`config.mk`:
```
export PLATFORM = sky130hd
export DESIGN_NAME = muldiv_controller
export DESIGN_NICKNAME = d
export VERILOG_FILES = /design/src/rtl/muldiv_controller_pkg.sv /design/src/rtl/muldiv_controller_div_step.sv /design/src/rtl/muldiv_controller.sv
export SDC_FILE = /design/constraint.sdc
export NUM_CORES = 2
export LEC_CHECK = 0
export ABC_AREA = 1
export CAP_MARGIN = 20
export CORE_ASPECT_RATIO = 0.5
export CORE_MARGIN = 2
export CORE_UTILIZATION = 65
export DETAILED_ROUTE_END_ITERATION = 8
export HOLD_SLACK_MARGIN = 0.08
export PLACE_DENSITY = 0.84
export SLEW_MARGIN = 20
export SYNTH_ARGS = -nofsm -noshare
export SYNTH_HDL_FRONTEND = slang
export SYNTH_SLANG_ARGS = --single-unit
export TNS_END_PERCENT = 100
```
`constraint.sdc`:
```
create_clock -name clk -period 9.7 [get_ports clk]
set_clock_uncertainty 0.2 [all_clocks]
set_input_delay 1.455 -clock clk [delete_from_list [all_inputs] [get_ports clk]]
set_output_delay 1.455 -clock clk [all_outputs]
set_load 0.02 [all_outputs]
```
`src/rtl/muldiv_controller_pkg.sv`:
```
// Shared types and constants for the multiply/divide sequencer.
// Exports: state_t, XLEN_DEF, DIV_ZERO_QUOTIENT.
package muldivPkg;

  localparam int XLEN_DEF = 32;

  typedef enum logic [1:0] {
    IDLE,
    MULT,
    DIV,
    FIXUP
  } state_t;

  localparam logic [XLEN_DEF-1:0] DIV_ZERO_QUOTIENT = '1;

endpackage

```
`src/rtl/muldiv_controller_div_step.sv`:
```
// One restoring-divide iteration, purely combinational.
// Ports: rem/quo/div in; rem_next/quo_next out.
module div_step #(
  parameter int W = 32
) (
  input  logic [W-1:0] rem,
  input  logic [W-1:0] quo,
  input  logic [W-1:0] div,
  output logic [W-1:0] rem_next,
  output logic [W-1:0] quo_next
);

  logic [W:0]   shifted;
  logic [W-1:0] trial;
  logic         fits;

  // A fitting difference is < div, so W-bit wrap is exact.
  always_comb begin
    shifted  = {rem, quo[W-1]};
    fits     = shifted >= {1'b0, div};
    trial    = shifted[W-1:0] - div;
    rem_next = fits ? trial : shifted[W-1:0];
    quo_next = {quo[W-2:0], fits};
  end

endmodule

```
`src/rtl/muldiv_controller.sv`:
```
// Execute-stage mul/div sequencer owning the HI/LO registers.
// Ports: clk, rst (async low), request flags, opA/opB; stall, busy, mvResult, hi, lo.
module muldiv_controller
  import muldivPkg::*;
#(
  parameter int MULT_CYCLES = 4,
  parameter int XLEN        = XLEN_DEF
) (
  input  logic            clk,
  input  logic            rst,
  input  logic            reqValid,
  input  logic            isMult,
  input  logic            isMultSigned,
  input  logic            isDiv,
  input  logic            isDivSigned,
  input  logic            isMVHI,
  input  logic            isMVLO,
  input  logic [XLEN-1:0] opA,
  input  logic [XLEN-1:0] opB,
  output logic            stall,
  output logic            busy,
  output logic [XLEN-1:0] mvResult,
  output logic [XLEN-1:0] hi,
  output logic [XLEN-1:0] lo
);

  localparam int LW = $clog2(XLEN);
  localparam int CW = (LW > 4) ? LW : 4;

  state_t          state;
  logic [CW-1:0]   cnt;
  logic [XLEN-1:0] opa_q;
  logic [XLEN-1:0] opb_q;
  logic [XLEN-1:0] rem_q;
  logic            mul_signed;
  logic            neg_q;
  logic            neg_r;

  logic [XLEN-1:0] rem_nx;
  logic [XLEN-1:0] quo_nx;

  logic [2*XLEN-1:0] mul_a;
  logic [2*XLEN-1:0] mul_b;
  logic [2*XLEN-1:0] prod;

  logic            sign_a;
  logic            sign_b;
  logic [XLEN-1:0] mag_a;
  logic [XLEN-1:0] mag_b;

  div_step #(
    .W(XLEN)
  ) u_step (
    .rem      (rem_q),
    .quo      (opa_q),
    .div      (opb_q),
    .rem_next (rem_nx),
    .quo_next (quo_nx)
  );

  // Sign-extending to the full product width makes the low
  // 2*XLEN bits of an unsigned multiply equal the signed one.
  always_comb begin
    mul_a = {{XLEN{mul_signed & opa_q[XLEN-1]}}, opa_q};
    mul_b = {{XLEN{mul_signed & opb_q[XLEN-1]}}, opb_q};
    prod  = mul_a * mul_b;
  end

  always_comb begin
    sign_a = isDivSigned & opA[XLEN-1];
    sign_b = isDivSigned & opB[XLEN-1];
    mag_a  = sign_a ? (~opA + 1'b1) : opA;
    mag_b  = sign_b ? (~opB + 1'b1) : opB;
  end

  assign stall = reqValid
               & (isMult | isDiv | isMVHI | isMVLO)
               & (state != IDLE);

  always_comb begin
    mvResult = '0;
    if (state == IDLE && reqValid) begin
      if (isMVHI)
        mvResult = hi;
      else if (isMVLO)
        mvResult = lo;
    end
  end

  always_ff @(posedge clk or negedge rst) begin
    if (!rst) begin
      state      <= IDLE;
      cnt        <= '0;
      opa_q      <= '0;
      opb_q      <= '0;
      rem_q      <= '0;
      mul_signed <= 1'b0;
      neg_q      <= 1'b0;
      neg_r      <= 1'b0;
      busy       <= 1'b0;
      hi         <= '0;
      lo         <= '0;
    end else begin
      unique case (state)
        IDLE: begin
          if (reqValid && isMult) begin
            opa_q      <= opA;
            opb_q      <= opB;
            mul_signed <= isMultSigned;
            cnt        <= CW'(MULT_CYCLES - 1);
            busy       <= 1'b1;
            state      <= MULT;
          end else if (reqValid && isDiv) begin
            busy <= 1'b1;
            if (opB == '0) begin
              // Skip iteration; FIXUP writes the fixed result.
              opa_q <= {XLEN{DIV_ZERO_QUOTIENT[0]}};
              rem_q <= opA;
              neg_q <= 1'b0;
              neg_r <= 1'b0;
              state <= FIXUP;
            end else begin
              opa_q <= mag_a;
              opb_q <= mag_b;
              rem_q <= '0;
              neg_q <= sign_a ^ sign_b;
              neg_r <= sign_a;
              cnt   <= CW'(XLEN - 1);
              state <= DIV;
            end
          end
        end
        MULT: begin
          if (cnt == '0) begin
            hi    <= prod[2*XLEN-1:XLEN];
            lo    <= prod[XLEN-1:0];
            busy  <= 1'b0;
            state <= IDLE;
          end else begin
            cnt <= cnt - 1'b1;
          end
        end
        DIV: begin
          rem_q <= rem_nx;
          opa_q <= quo_nx;
          if (cnt == '0)
            state <= FIXUP;
          else
            cnt <= cnt - 1'b1;
        end
        FIXUP: begin
          lo    <= neg_q ? (~opa_q + 1'b1) : opa_q;
          hi    <= neg_r ? (~rem_q + 1'b1) : rem_q;
          busy  <= 1'b0;
          state <= IDLE;
        end
        default: state <= IDLE;
      endcase
    end
  end

endmodule

```
# Word level (Yosys, flattened, before mapping)
# Cells that the tools add are included.
# word_totals
ff_bits	171
inputBits	73
out_inout_bits	98
word_cells	107
# op_classes
add_sub_neg	6
multipliers	1
n_lt_le_gt_ge	1
eq_ne	11
mux	40
n_bitwise	15
reduce_logical	22
# op_table
cell	n
$mux 32	19
$pmux 32 s2	4
$add 32x1->32 const B	4
$not 32->32	4
$mul 33x33->64	1
$ge 33x32->1	1
$logic_not 32->1	1
$sub 32x32->32	1
$mux 5	4
$reduce_and 3->1	5
$ne 2x2->1 const B	5
$pmux 5 s2	1
$reduce_bool 2->1	5
$mux 2	4
$pmux 2 s4	1
$and 1x1->1	6
$mux 1	6
$reduce_and 2->1	3
$logic_not 5->1	1
$sub 5x1->5 const B	1
$eq 2x2->1 const B	2
$reduce_and 4->1	1
$logic_and 1x1->1	3
$ne 3x1->1 const B	1
other kinds (10)	12

# Depth between registers and ports, before layout
# depth
ltp_word	7
mapped_depth	35

# Hierarchy
# From an unflattened synthesis, not the netlist that was laid out.
# unflattened
cells_unflattened	7601
hier_area_um2	55137.9
# modules_own_cells
mod	n_inst	cells_each	area_each_um2	seq_area_each_um2
muldiv_controller	1	6922	51737.1	4279.1
div_step	1	679	3400.8	0.0

# Worst setup path before layout
# No wires, ideal clock.
# synth_path
kind	reg-to-reg
startpoint	reg opa_q[31]
endpoint	reg hi[31]
t_arrival_ns	7.488
slack_ns	1.890
path_stages_with_launch	30
path_cell_list	dfrtp_1 > clkbuf_1 > nand2_1 > clkbuf_1 > buf_1 > nor2_1 > fa_1 > inv_1 > fa_1 > inv_1 > fa_1 > inv_1 > fa_1 > fa_1 > inv_1 > fa_1 > inv_1 > fa_1 > fa_1 > inv_1 > ha_1 > nand2_1 > nor2_1 > nand2_1 > nor4_1 > nand2_1 > nand3_1 > nand2_1 > nand3_1 > a21oi_1
# synth_between
elab_chain_cells	4
# synth_lines
item	line_no	rtl
start: declaration	muldiv_controller.sv:32	logic [XLEN-1:0] opa_q;
start signal: assignment	muldiv_controller.sv:107	opa_q <= opA;
start signal: assignment	muldiv_controller.sv:117	opa_q <= {XLEN{DIV_ZERO_QUOTIENT[0]}};
start signal: assignment	muldiv_controller.sv:123	opa_q <= mag_a;
$and 1x1->1	muldiv_controller.sv:64	mul_a = {{XLEN{mul_signed & opa_q[XLEN-1]}}, opa_q};
$mul 33x33->64 *	muldiv_controller.sv:66	prod = mul_a * mul_b;
$mux 32 *	muldiv_controller.sv:134	if (cnt == '0) begin
$pmux 32 s2 *	muldiv_controller.sv:104	unique case (state)
end signal: assignment	muldiv_controller.sv:135	hi <= prod[2*XLEN-1:XLEN];
end signal: assignment	muldiv_controller.sv:153	hi <= neg_r ? (~rem_q + 1'b1) : rem_q;
end: declaration	muldiv_controller.sv:23	output logic [XLEN-1:0] hi,
# Every way passes the cells marked *; elsewhere a longest branch is shown, timed or not. The select of a mux whose other input is x is not followed.
# A chain may end at the register's enable or synchronous reset.

# Worst setup path after layout
# layout_path
startpoint	reg opa_q[10]
endpoint	reg hi[7]
# layout_between
elab_chain_cells	3
# layout_lines
item	line_no
$mul 33x33->64	muldiv_controller.sv:66
$mux 32	muldiv_controller.sv:134
$pmux 32 s2	muldiv_controller.sv:104
# Every way passes these cells. The select of a mux whose other input is x is not followed.

==> flow_summary_export.csv <==
group,metric,value,unit
synth,synth_edf_count,0,
synth,synth_flop_cell,"dfrtp_1",
synth,syn_inst,7354,
timing,setup_violations,0,
critical_path,cp.arrival,9370,ps
final_layout,fin_nets,8793,
routing,first_pass_iters,9,
timing,rsz0062_at_grt,"false",
routing,wl_per_cell,22.5,µm
timing,slew_headroom,0.195,
place,place_area,56900,µm²
timing,fin_tns_setup,0,ps
routing,wl,190000,µm
timing,setup_slack,542,ps
grt,grt-ovfl-total,0,
synth,synthArstFlopShare,1.00,
final_layout,layout-drive-gt1-share,0.0301,
routing,drc,0,
floorplanning,core_area,81900,µm²
floorplanning,start_util,0.659,
synth,syn_area,54000,µm²
final_layout,final_cell_area,57500,µm²
routing,vias,48700,
critical_path,cpMaxStageDelayCell,"dfrtp_1",
timing,finalHoldViolations,0,
critical_path,cp.required,9910,ps
clock_tree,h-tree-depth,4,
run,maxCapViolCount,0,
synth,yosys-top-cells-area,"fa_1 (42%), nand2_1 (13%), inv_1 (13%)",
routing,via_per_inst,5.76,
timing,drv_slew,0,
synth,synth_top_area_share,0.417,
synth,synth_seq_cells,171,
synth,syn-num-nets,8808,
grt,grt_pass1_wl,293000,µm
worst_hold_path,hp-class,"reg -> reg",
routing,ant_nets,0,
clock_tree,cts_setup_buffers,0,
floorplanning,die_y,208,µm
place,gp_congestion,1.14,
clock_tree,cts_buffer_depth,2,
timing,period_share,0.944,
critical_path,crit_path_start_kind,"flop",
synth,ys_types,51,
critical_path,end_kind,"flop",
synth,yosysWarnings,0,
floorplanning,ios,171,
grt,grtUsageTotal,0.461,
final_layout,layout.core_utilization,0.701,
clock_tree,hold_buffers,0,
critical_path,worst-path-max-fanout,16,
floorplanning,die_area,85600,µm²
floorplanning,std_cell_rows,74,
place,dp_hpwl,160000,µm
grt,grt_max_degree,80,
critical_path,cp_slowest_stage_delay,1080,ps
timing,tightest_slew,1200,ps
place,port_buffers,170,
floorplanning,dieWidth,412,µm
routing,first_iter_violations,6299,
synth,yosysTopAreaCell,"fa_1",
grt,grt_pass1_vias,49500,
timing,fmax,109,MHz
clock_tree,cts_tree,"built",
clock_tree,clock_latency,510,ps
clock_tree,clkTransAtPathRegs,80,ps
grt,antenna_found_initial,12,
final_layout,syn_to_final_growth,6.41,%
synth,syn_area_per_cell,7.34,µm²
run_status,status,"finished, final reports clean",
place,dp_slack,721,ps
timing,period_needed,9160,ps
clock_tree,cts_buffers,17,
critical_path,cp_common_cell,"fa_1",
clock_tree,cts_resized,0,
clock_tree,cts.sinks,171,
critical_path,path_class,"reg -> reg",
synth,synth_seq_area_share,0.0792,
clock_tree,cts-root-buf,"clkbuf_16",
-- worst paths after layout --
| check | from | endpoint | slack [ps] | depth (start not counted) |
|---|---|---|---|---|
| max | opa_q[10] | hi[7] | 540 | 27 |
| min | busy | busy | 310 | 2 |
| max reg2reg | opa_q[10] | hi[7] | 540 | 27 |
| min reg2reg | busy | busy | 310 | 2 |
| max in group asynchronous | rst | opb_q[19] | 7100 | 2 |
| min in group asynchronous | rst | lo[4] | 720 | 1 |
-- worst max-delay path, delay by kind of cell, from the launching register on --
family	cells	cell delay, ps
buf+inv	6	650
xor+xnor	1	470
compound gates	1	170
flops	1	1080
fa+ha+maj	9	4550
simple gates	10	1920
-- area by class of cell --
| class | instances | area (µm²) |
|---|---|---|
| multi-input combinational | 4953 | 41300 |
| tap | 1102 | 1380 |
| clock buffer | 19 | 453 |
| clock inverter | 13 | 145 |
| timing repair buffer | 313 | 2850 |
| fill | 6728 | 24500 |
| sequential | 171 | 4290 |
| inverter | 1883 | 7070 |
| antenna | 2 | 5.00 |
-- registers in the layout, summed over array words and instances, names as in the netlist --
signal	flops
busy	1
cnt	5
hi	32
lo	32
mul_signed	1
neg_q	1
neg_r	1
opa_q	32
opb_q	32
rem_q	32
state	2
-- cells in the final DEF (no fill, tap or decap), types with 4 or more instances in the layout --
cell / instances
nor2_4: 4
o21a_1: 4
nor2_1: 486
o31ai_1: 5
dfrtp_2: 5
clkbuf_16: 17
a21oi_1: 331
a31oi_1: 30
xor2_1: 54
o21ai_1: 31
inv_1: 1874
o211ai_1: 21
nand3_1: 255
nand4_1: 54
o21ai_0: 237
nor4_1: 7
ha_1: 253
buf_12: 6
inv_6: 4
buf_4: 136
nor3_1: 24
o21bai_1: 15
inv_2: 8
a21boi_0: 4
nand2_1: 1940
clkdlybuf4s50_1: 169
dfrtp_1: 166
inv_8: 4
nand2_2: 7
nand3b_1: 13
fa_1: 1126
o221ai_1: 4
xnor2_1: 14
-- metal layers --
| layer | track usage | share of wire |
|---|---|---|
| met5 | 0 | 0.0017 |
| met1 | 0.612 | 0.37 |
| met3 | 0.211 | 0.17 |
| met2 | 0.660 | 0.41 |
| met4 | 0.177 | 0.047 |
-- cell families after synthesis --
logic type / Yosys count / share of synthesized area
adders and majority gates: 1381 / 0.476
DFF: 171 / 0.0792
buffers and inverters: 2230 / 0.156
xor gates and xnor gates: 68 / 0.0110
and+or+nand+nor: 2809 / 0.209
AOI/OAI and AO/OA: 695 / 0.0683
-- per-stage QoR --
stage | std cells | hold WS, ps
finish | 8456 | 306
global route | 8454 | 340
CTS | 8453 | 315
detailed placement | 8421 | 292
global placement | 8421 | 278
floorplan | 7354 | 324
-- cells in the mapped netlist, types with 5 or more instances --
cell	n
xnor2_1	14
nor3_1	24
o21bai_1	15
nand2_1	1940
nand2_2	7
nor4_1	7
buf_2	14
o31ai_1	5
o21ai_0	239
inv_2	8
inv_1	1874
dfrtp_1	171
o21ai_1	29
fa_1	1126
ha_1	255
nor2_1	487
nand3b_1	13
nand4_1	54
clkbuf_1	266
xor2_1	54
a31oi_1	30
o211ai_1	21
a21oi_1	331
buf_1	57
buf_6	7
nand3_1	255
Power is left out: the tool's default activity adds up to more than one toggle a clock period on the data nets, which glitch-free logic cannot reach.
